`src/rtl/serial_lane_arbiter_if.sv`:
```
// Bundle of lane inputs, lane controls and the merged valid/ready byte port
// shared by serial_lane_arbiter and whatever drives it.
interface serial_lane_arbiter_if #(
    parameter int DATA_W = 8
);
    logic [DATA_W-1:0] lane0_data;
    logic              lane0_strobe;
    logic [DATA_W-1:0] lane1_data;
    logic              lane1_strobe;
    logic [1:0]        lane_en;
    logic              out_ready;
    logic [DATA_W-1:0] out_data;
    logic              out_lane;
    logic              out_valid;
    logic [1:0]        lane_sync;
    logic [1:0]        overflow;

    modport master (
        output lane0_data, lane0_strobe, lane1_data, lane1_strobe, lane_en, out_ready,
        input  out_data, out_lane, out_valid, lane_sync, overflow
    );

    modport slave (
        input  lane0_data, lane0_strobe, lane1_data, lane1_strobe, lane_en, out_ready,
        output out_data, out_lane, out_valid, lane_sync, overflow
    );
endinterface

```
`src/rtl/serial_lane_arbiter.sv`:
```
// Two-lane comma aligner and comma stripper with a 1-deep holding register per
// lane, merged round-robin onto one registered valid/ready byte output.
module serial_lane_arbiter #(
    parameter int                DATA_W   = 8,
    parameter logic [DATA_W-1:0] COMMA    = 8'hBC,
    parameter int                SYNC_CNT = 4
) (
    input logic                  clk,
    input logic                  reset,
    serial_lane_arbiter_if.slave bus
);

    localparam logic [0:0] ST_SEARCH   = 1'b0;
    localparam logic [0:0] ST_ACTIVE   = 1'b1;
    localparam logic [3:0] SYNC_TARGET = 4'(SYNC_CNT);

    logic [DATA_W-1:0] laneData [2];
    logic [1:0]        laneStrobe;

    logic [0:0]        state_q    [2];
    logic [0:0]        state_d    [2];
    logic [3:0]        cnt_q      [2];
    logic [3:0]        cnt_d      [2];
    logic [DATA_W-1:0] holdData_q [2];
    logic [DATA_W-1:0] holdData_d [2];
    logic [1:0]        holdValid_q;
    logic [1:0]        holdValid_d;
    logic [1:0]        overflow_q;
    logic [1:0]        overflow_d;

    logic              lastGrant_q;
    logic              lastGrant_d;
    logic              outValid_q;
    logic              outValid_d;
    logic [DATA_W-1:0] outData_q;
    logic [DATA_W-1:0] outData_d;
    logic              outLane_q;
    logic              outLane_d;

    logic              outLoad;
    logic [1:0]        cand;
    logic [1:0]        grant;

    assign laneData[0]   = bus.lane0_data;
    assign laneData[1]   = bus.lane1_data;
    assign laneStrobe[0] = bus.lane0_strobe;
    assign laneStrobe[1] = bus.lane1_strobe;

    // A disabled lane is never a candidate, so a byte flushed by lane_en is never emitted.
    always_comb begin
        outLoad = !outValid_q || bus.out_ready;
        cand    = holdValid_q & bus.lane_en;
        grant   = 2'b00;
        if (outLoad) begin
            if (cand == 2'b11) begin
                grant = lastGrant_q ? 2'b01 : 2'b10;
            end else begin
                grant = cand;
            end
        end
    end

    always_comb begin
        outValid_d  = outValid_q;
        outData_d   = outData_q;
        outLane_d   = outLane_q;
        lastGrant_d = lastGrant_q;
        if (outLoad) begin
            outValid_d = |grant;
            if (grant[1]) begin
                outData_d   = holdData_q[1];
                outLane_d   = 1'b1;
                lastGrant_d = 1'b1;
            end else if (grant[0]) begin
                outData_d   = holdData_q[0];
                outLane_d   = 1'b0;
                lastGrant_d = 1'b0;
            end
        end
    end

    // The drain is applied before the fill so a granted register can take a new byte.
    always_comb begin
        for (int i = 0; i < 2; i++) begin
            state_d[i]     = state_q[i];
            cnt_d[i]       = cnt_q[i];
            holdData_d[i]  = holdData_q[i];
            holdValid_d[i] = holdValid_q[i] & ~grant[i];
            overflow_d[i]  = overflow_q[i];

            if (!bus.lane_en[i]) begin
                state_d[i]     = ST_SEARCH;
                cnt_d[i]       = 4'd0;
                holdValid_d[i] = 1'b0;
            end else if (state_q[i] == ST_SEARCH) begin
                if (laneStrobe[i]) begin
                    if (laneData[i] == COMMA) begin
                        if (cnt_q[i] + 4'd1 == SYNC_TARGET) begin
                            state_d[i] = ST_ACTIVE;
                            cnt_d[i]   = 4'd0;
                        end else begin
                            cnt_d[i] = cnt_q[i] + 4'd1;
                        end
                    end else begin
                        cnt_d[i] = 4'd0;
                    end
                end
            end else if (laneStrobe[i] && (laneData[i] != COMMA)) begin
                if (holdValid_d[i]) begin
                    overflow_d[i] = 1'b1;
                end else begin
                    holdValid_d[i] = 1'b1;
                    holdData_d[i]  = laneData[i];
                end
            end
        end
    end

    // Pointer resets to "lane 1 granted last" so lane 0 wins the first tie.
    always_ff @(posedge clk) begin
        if (reset) begin
            for (int i = 0; i < 2; i++) begin
                state_q[i]    <= ST_SEARCH;
                cnt_q[i]      <= 4'd0;
                holdData_q[i] <= '0;
            end
            holdValid_q <= 2'b00;
            overflow_q  <= 2'b00;
            lastGrant_q <= 1'b1;
            outValid_q  <= 1'b0;
            outData_q   <= '0;
            outLane_q   <= 1'b0;
        end else begin
            for (int i = 0; i < 2; i++) begin
                state_q[i]    <= state_d[i];
                cnt_q[i]      <= cnt_d[i];
                holdData_q[i] <= holdData_d[i];
            end
            holdValid_q <= holdValid_d;
            overflow_q  <= overflow_d;
            lastGrant_q <= lastGrant_d;
            outValid_q  <= outValid_d;
            outData_q   <= outData_d;
            outLane_q   <= outLane_d;
        end
    end

    assign bus.out_valid = outValid_q;
    assign bus.out_data  = outData_q;
    assign bus.out_lane  = outLane_q;
    assign bus.lane_sync = {state_q[1] == ST_ACTIVE, state_q[0] == ST_ACTIVE};
    assign bus.overflow  = overflow_q;

endmodule

```
`src/flat_wrapper.sv`:
```
// flat-port wrapper written by rule: the top's interface ports become plain ports
module serial_lane_arbiter_flat 
#(
    parameter int                DATA_W   = 8,
    parameter logic [DATA_W-1:0] COMMA    = 8'hBC,
    parameter int                SYNC_CNT = 4
)
  (clk, reset, bus_lane0_data, bus_lane0_strobe, bus_lane1_data, bus_lane1_strobe, bus_lane_en, bus_out_ready, bus_out_data, bus_out_lane, bus_out_valid, bus_lane_sync, bus_overflow);
  serial_lane_arbiter_if #(.DATA_W(DATA_W)) bus_i ();
  input logic clk;
  input logic reset;
  input wire logic [$bits(bus_i.lane0_data)-1:0] bus_lane0_data;
  input wire logic [$bits(bus_i.lane0_strobe)-1:0] bus_lane0_strobe;
  input wire logic [$bits(bus_i.lane1_data)-1:0] bus_lane1_data;
  input wire logic [$bits(bus_i.lane1_strobe)-1:0] bus_lane1_strobe;
  input wire logic [$bits(bus_i.lane_en)-1:0] bus_lane_en;
  input wire logic [$bits(bus_i.out_ready)-1:0] bus_out_ready;
  output wire logic [$bits(bus_i.out_data)-1:0] bus_out_data;
  output wire logic [$bits(bus_i.out_lane)-1:0] bus_out_lane;
  output wire logic [$bits(bus_i.out_valid)-1:0] bus_out_valid;
  output wire logic [$bits(bus_i.lane_sync)-1:0] bus_lane_sync;
  output wire logic [$bits(bus_i.overflow)-1:0] bus_overflow;
  assign bus_i.lane0_data = bus_lane0_data;
  assign bus_i.lane0_strobe = bus_lane0_strobe;
  assign bus_i.lane1_data = bus_lane1_data;
  assign bus_i.lane1_strobe = bus_lane1_strobe;
  assign bus_i.lane_en = bus_lane_en;
  assign bus_i.out_ready = bus_out_ready;
  assign bus_out_data = bus_i.out_data;
  assign bus_out_lane = bus_i.out_lane;
  assign bus_out_valid = bus_i.out_valid;
  assign bus_lane_sync = bus_i.lane_sync;
  assign bus_overflow = bus_i.overflow;
  serial_lane_arbiter #(.DATA_W(DATA_W), .COMMA(COMMA), .SYNC_CNT(SYNC_CNT)) u_core (.clk(clk), .reset(reset), .bus(bus_i));
endmodule
```
`config.mk`:
```
export PLATFORM = sky130hd
export DESIGN_NAME = serial_lane_arbiter_flat
export DESIGN_NICKNAME = d
export VERILOG_FILES = /design/src/rtl/serial_lane_arbiter_if.sv /design/src/rtl/serial_lane_arbiter.sv /design/src/flat_wrapper.sv
export SDC_FILE = /design/constraint.sdc
export NUM_CORES = 1
export LEC_CHECK = 0
export BUFFER_PORTS_ARGS = -buffer_cell sky130_fd_sc_hd__buf_2
export CAP_MARGIN = 20
export CORE_MARGIN = 2
export CORE_UTILIZATION = 54
export DETAILED_ROUTE_END_ITERATION = 10
export GPL_ROUTABILITY_DRIVEN = 0
export PLACE_DENSITY = 0.81
export SETUP_SLACK_MARGIN = 0.02
export SYNTH_ARGS = -nofsm -noshare
export SYNTH_HDL_FRONTEND = slang
export SYNTH_SLANG_ARGS = --single-unit
export TNS_END_PERCENT = 1
```
`constraint.sdc`:
```
create_clock -name clk -period 1.8 [get_ports clk]
set_input_delay 0.09 -clock clk [delete_from_list [all_inputs] [get_ports clk]]
set_output_delay 0.09 -clock clk [all_outputs]
set_load 0.03 [all_outputs]
```
==> key figures <==
Critical path
  – Endpoint of the lowest-slack register-to-register path: u_core.bus.out_data[0]$_SDFFE_PP0P_
  – Slowest cell on the critical path: sky130_fd_sc_hd__dlygate4sd3_1
  – Setup crit start kind: input pin
  – Startpoint-to-endpoint class of the critical path: input pin to flip-flop
  – Beginning of the worst register-to-register path: u_core.holdValid_q[1]$_SDFF_PP0_
  – Internal reg-to-reg setup slack: roughly 240 ps
  – Endpoint type of the worst setup path: flip-flop
  – Worst path cell trace: dlygate4sd3_1 > buf_2 > nand4bb_1 > or2_1 > or4_1 > a21oi_1
  – WP data required: 2090 ps
  – Longest individual stage delay on the worst path: between 500 and 600 ps
  – WP data arrival: slightly below 2000 ps
  – Number of cells traversed by the worst register-to-register path: 6
  – Peak fanout along the critical path: 4

CTS
  – CTS tree: done
  – Post-CTS setup buffer count: 0
  – Root cell of the clock tree: sky130_fd_sc_hd__clkbuf_4
  – Clock transition at the registers of the reported paths: 110 ps
  – CTS Sinks: 41
  – Clock insertion delay at the later pin of the skew report: approximately 350 ps
  – Longest Clk Path Bufs: 2
  – Cells resized by post-CTS repair: 0
  – Num CTS Buffers: 5
  – Maximum level of the CTS H-tree: 2

Pwr
  – Net switching power: approximately 340 uW
  – Comb power frac: 0.068
  – Post-route total power: 1520 uW
  – Total internal power: 1190 uW
  – Leakage: between 0.0009 and 0.001 uW
  – Share of power burned in the clock network: 0.337
  – Maximum VDD drop: around 420 uV
  – Switch share: 0.220
  – Proportion of power drawn by flip-flops and latches: 0.595
  – Power per cell area: about 650 nW/um^2

STA
  – Share of the clock period used by the worst path: 0.944
  – Final setup violation count: 0
  – Transition time of the tightest slew-check pin: about 620 ps
  – Accumulated negative setup slack: 0 ps
  – Setup repair after global routing missed its margin: false
  – Max-slew violation total from the final report: 0
  – Clock Skew: about 3.5 ps
  – Hold Worst Slack: 10.3 ps
  – Remaining max-slew budget at the tightest pin: 0.586
  – Number of failing hold endpoints at the final stage: 0
  – Maximum clock frequency: 0.588 GHz
  – Final critical-path required period: around 1700 ps

Synthesis
  – Post-synth top cells: 41 x sky130_fd_sc_hd__dfxtp_1, 34 x sky130_fd_sc_hd__nand2b_1, 24 x sky130_fd_sc_hd__mux2i_1
  – Leading cell types by total area after synthesis: sky130_fd_sc_hd__dfxtp_1 43%, sky130_fd_sc_hd__mux2i_1 12%, sky130_fd_sc_hd__nand2b_1 11%
  – Net count of the mapped netlist: roughly 230
  – Synthesized instance count: around 210
  – Warnings, synthesis: 0
  – Number of synthesized flops with an enable pin: 0
  – Post-Syn Area: ~1900 um^2
  – FF+latch count, synth: 41
  – Distinct cells, synth: 38
  – Dominant cell type by area after synthesis: sky130_fd_sc_hd__dfxtp_1
  – Post-synth top flop: sky130_fd_sc_hd__dfxtp_1
  – Average size of a mapped cell: 9.34 um^2
  – Proportion of register bits with asynchronous set or reset after synthesis: 0
  – Portion of synthesized cell area occupied by the leading cell type: 0.427
  – Sequential cell area fraction in the yosys report: 0.427
  – Most frequent cell after synthesis: sky130_fd_sc_hd__dfxtp_1

Placement
  – DP Cell Count: roughly 290
  – PortBufs: 36
  – HPWL Detailed: approximately 2700 um

Floorplan
  – Vert. Die Dim: roughly 64 um
  – Total Die Area: around 4100 um^2
  – Standard-cell rows: 21
  – Effective utilization at floorplan: 0.567
  – Io pins: 37
  – Core region area: 3390 um^2
  – DIE WIDTH: 63.7 um

Cells and area
  – Nets@finish: around 280
  – Layout area overhead: 21.3%
  – Layout fillers: ~280
  – Non-filler instance count after layout: between 300 and 400
  – Antenna cells: 0
  – Proportion of layout cells with a drive suffix above 1: 0.210

Drt
  – Via count: roughly 1600
  – DRC violations left: 0
  – Remaining antenna violation count: 0
  – Routed len/inst: between 10 and 15 um
  – Violation count after the first detailed-routing iteration: 91
  – Total Wirelength: 3800 um
  – Average via count per standard cell: roughly 5.2
  – Detailed-routing iteration count for the pre-antenna-repair pass: 4

Outcome
  – Status: completed

Global route
  – Largest net degree at the start of global routing: 48
  – Global-route wire length before repair: ~6600 um
  – Remaining Overflow, GRT: 0
  – Antenna violations before repair: 0
  – Via count of the first global-routing pass: 1469
  – GR Util All Layers: 0.209

Hold path
  – Worst min-delay path class: input pin to flip-flop
  – Worst hold path startpoint: bus_lane1_data[2]
  – Hold-critical path endpoint: u_core.holdData_q[0][10]$_SDFFE_PP0P_
  – Cells on Worst Hold Path: 3

Run
  – Maximum capacitance violations: 0
how the worst max path moves through the flow:
stage,end,start,cells after the start
6_report,u_core.cnt_q[0][4]$_SDFFE_PP0P_,bus_lane1_data[1],6
3_3_place_gp,u_core.cnt_q[0][0]$_SDFFE_PP0P_,bus_lane0_data[0],5
2_1_floorplan,u_core.holdData_q[0][10]$_SDFFE_PP0P_,u_core.state_q[0][1]$_SDFF_PP0_,4
4_1_cts,u_core.cnt_q[0][0]$_SDFFE_PP0P_,bus_lane0_data[0],6
5_1_grt,u_core.cnt_q[0][4]$_SDFFE_PP0P_,bus_lane1_data[1],6
3_5_place_dp,u_core.bus.out_data[0]$_SDFFE_PP0P_,u_core.holdValid_q[1]$_SDFF_PP0_,6
critical path: cells and delay by family:
kind,cells,cell delay (ps)
compound gates,1,140
buf+inv,2,650
simple gates,3,1110
cell type report:
| class | count | area, um^2 | area share |
|---|---|---|---|
| Clock buffer | 7 | 65.1 | 0.0279 |
| Clock inverter | 1 | 5.00 | 0.00214 |
| Inverter | 2 | 7.51 | 0.00322 |
| Multi-Input combinational cell | 155 | 1060 | 0.454 |
| Sequential cell | 41 | 821 | 0.352 |
| Tap cell | 46 | 57.6 | 0.0247 |
| Timing Repair Buffer | 51 | 318 | 0.136 |
logic make-up after synthesis:
logic type                 share of synthesized area
muxes                                          0.125
adders and majority gates                     0.0130
and+or+nand+nor                                0.289
buffers and inverters                         0.0221
AOI/OAI and AO/OA                              0.124
DFF                                            0.427
sequential cells by signal, summed over array words and instances, names as in the netlist:
register and cells:
u_core.bus.out_lane 1, u_core.bus.out_data 8, u_core.cnt_q 8, u_core.lastGrant_q 1
u_core.holdValid_q 2, u_core.state_q 2, u_core.bus.out_valid 1, u_core.bus.overflow 2
u_core.holdData_q 16
power groups by stage:
stage	combinational [uW]	clock (uW)	sequential (uW)
after floorplan	46.8	0	927
after global placement	86.3	0	927
after detailed placement	86.3	0	927
after global routing	115	573	907
after CTS	103	531	907
final	104	513	907
per-stage QoR:
| stage | instance area [um^2] | util | worst slack, ps |
|---|---|---|---|
| 6_report | 2330 | 0.688 | 101 |
| 5_1_grt | 2330 | 0.688 | 59.4 |
| 3_3_place_gp | 2160 | 0.638 | 321 |
| 4_1_cts | 2330 | 0.688 | 138 |
| 2_1_floorplan | 1920 | - | 292 |
| 3_5_place_dp | 2160 | 0.638 | 259 |
placed cells by master, fill, tap and decap left out, types with 2 or more instances in the layout:
cell type and instances:
sky130_fd_sc_hd__or2b_1 3, sky130_fd_sc_hd__buf_2 36, sky130_fd_sc_hd__or2_1 2, sky130_fd_sc_hd__nor3_1 4, sky130_fd_sc_hd__nor2_1 16, sky130_fd_sc_hd__a21oi_1 9
sky130_fd_sc_hd__inv_1 2, sky130_fd_sc_hd__o21ai_0 5, sky130_fd_sc_hd__a21oi_2 2, sky130_fd_sc_hd__clkbuf_8 2, sky130_fd_sc_hd__a32oi_1 2, sky130_fd_sc_hd__dfxtp_1 41
sky130_fd_sc_hd__nand2b_1 34, sky130_fd_sc_hd__clkbuf_4 5, sky130_fd_sc_hd__dlygate4sd3_1 10, sky130_fd_sc_hd__a211oi_1 8, sky130_fd_sc_hd__nor2b_1 4, sky130_fd_sc_hd__ha_1 2
sky130_fd_sc_hd__nor3b_1 2, sky130_fd_sc_hd__buf_4 5, sky130_fd_sc_hd__mux2i_1 24, sky130_fd_sc_hd__a31oi_1 5, sky130_fd_sc_hd__nand2_1 9, sky130_fd_sc_hd__and3_1 2
sky130_fd_sc_hd__nand3_1 4, sky130_fd_sc_hd__and2_1 4
metal layers:
| metal | share of wire | global-route usage | wire, um | vias to the layer above |
|---|---|---|---|---|
| met3 | 0.040 | 0.0446 | 152 | 7 |
| met1 | 0.50 | 0.273 | 1900 | 707 |
| met4 | 0.022 | 0.122 | 82 | 0 |
| li1 | - | - | - | 830 |
| met5 | 0 | 0 | 0 | - |
| met2 | 0.44 | 0.317 | 1670 | 39 |
repair_timing:
item / 4_1_cts / 5_1_grt
hold buffers: 10 / 0
hold endpoints to repair: 10 / 0
setup endpoints to repair: 0 / 0
Power figures use the tool's default switching activity.
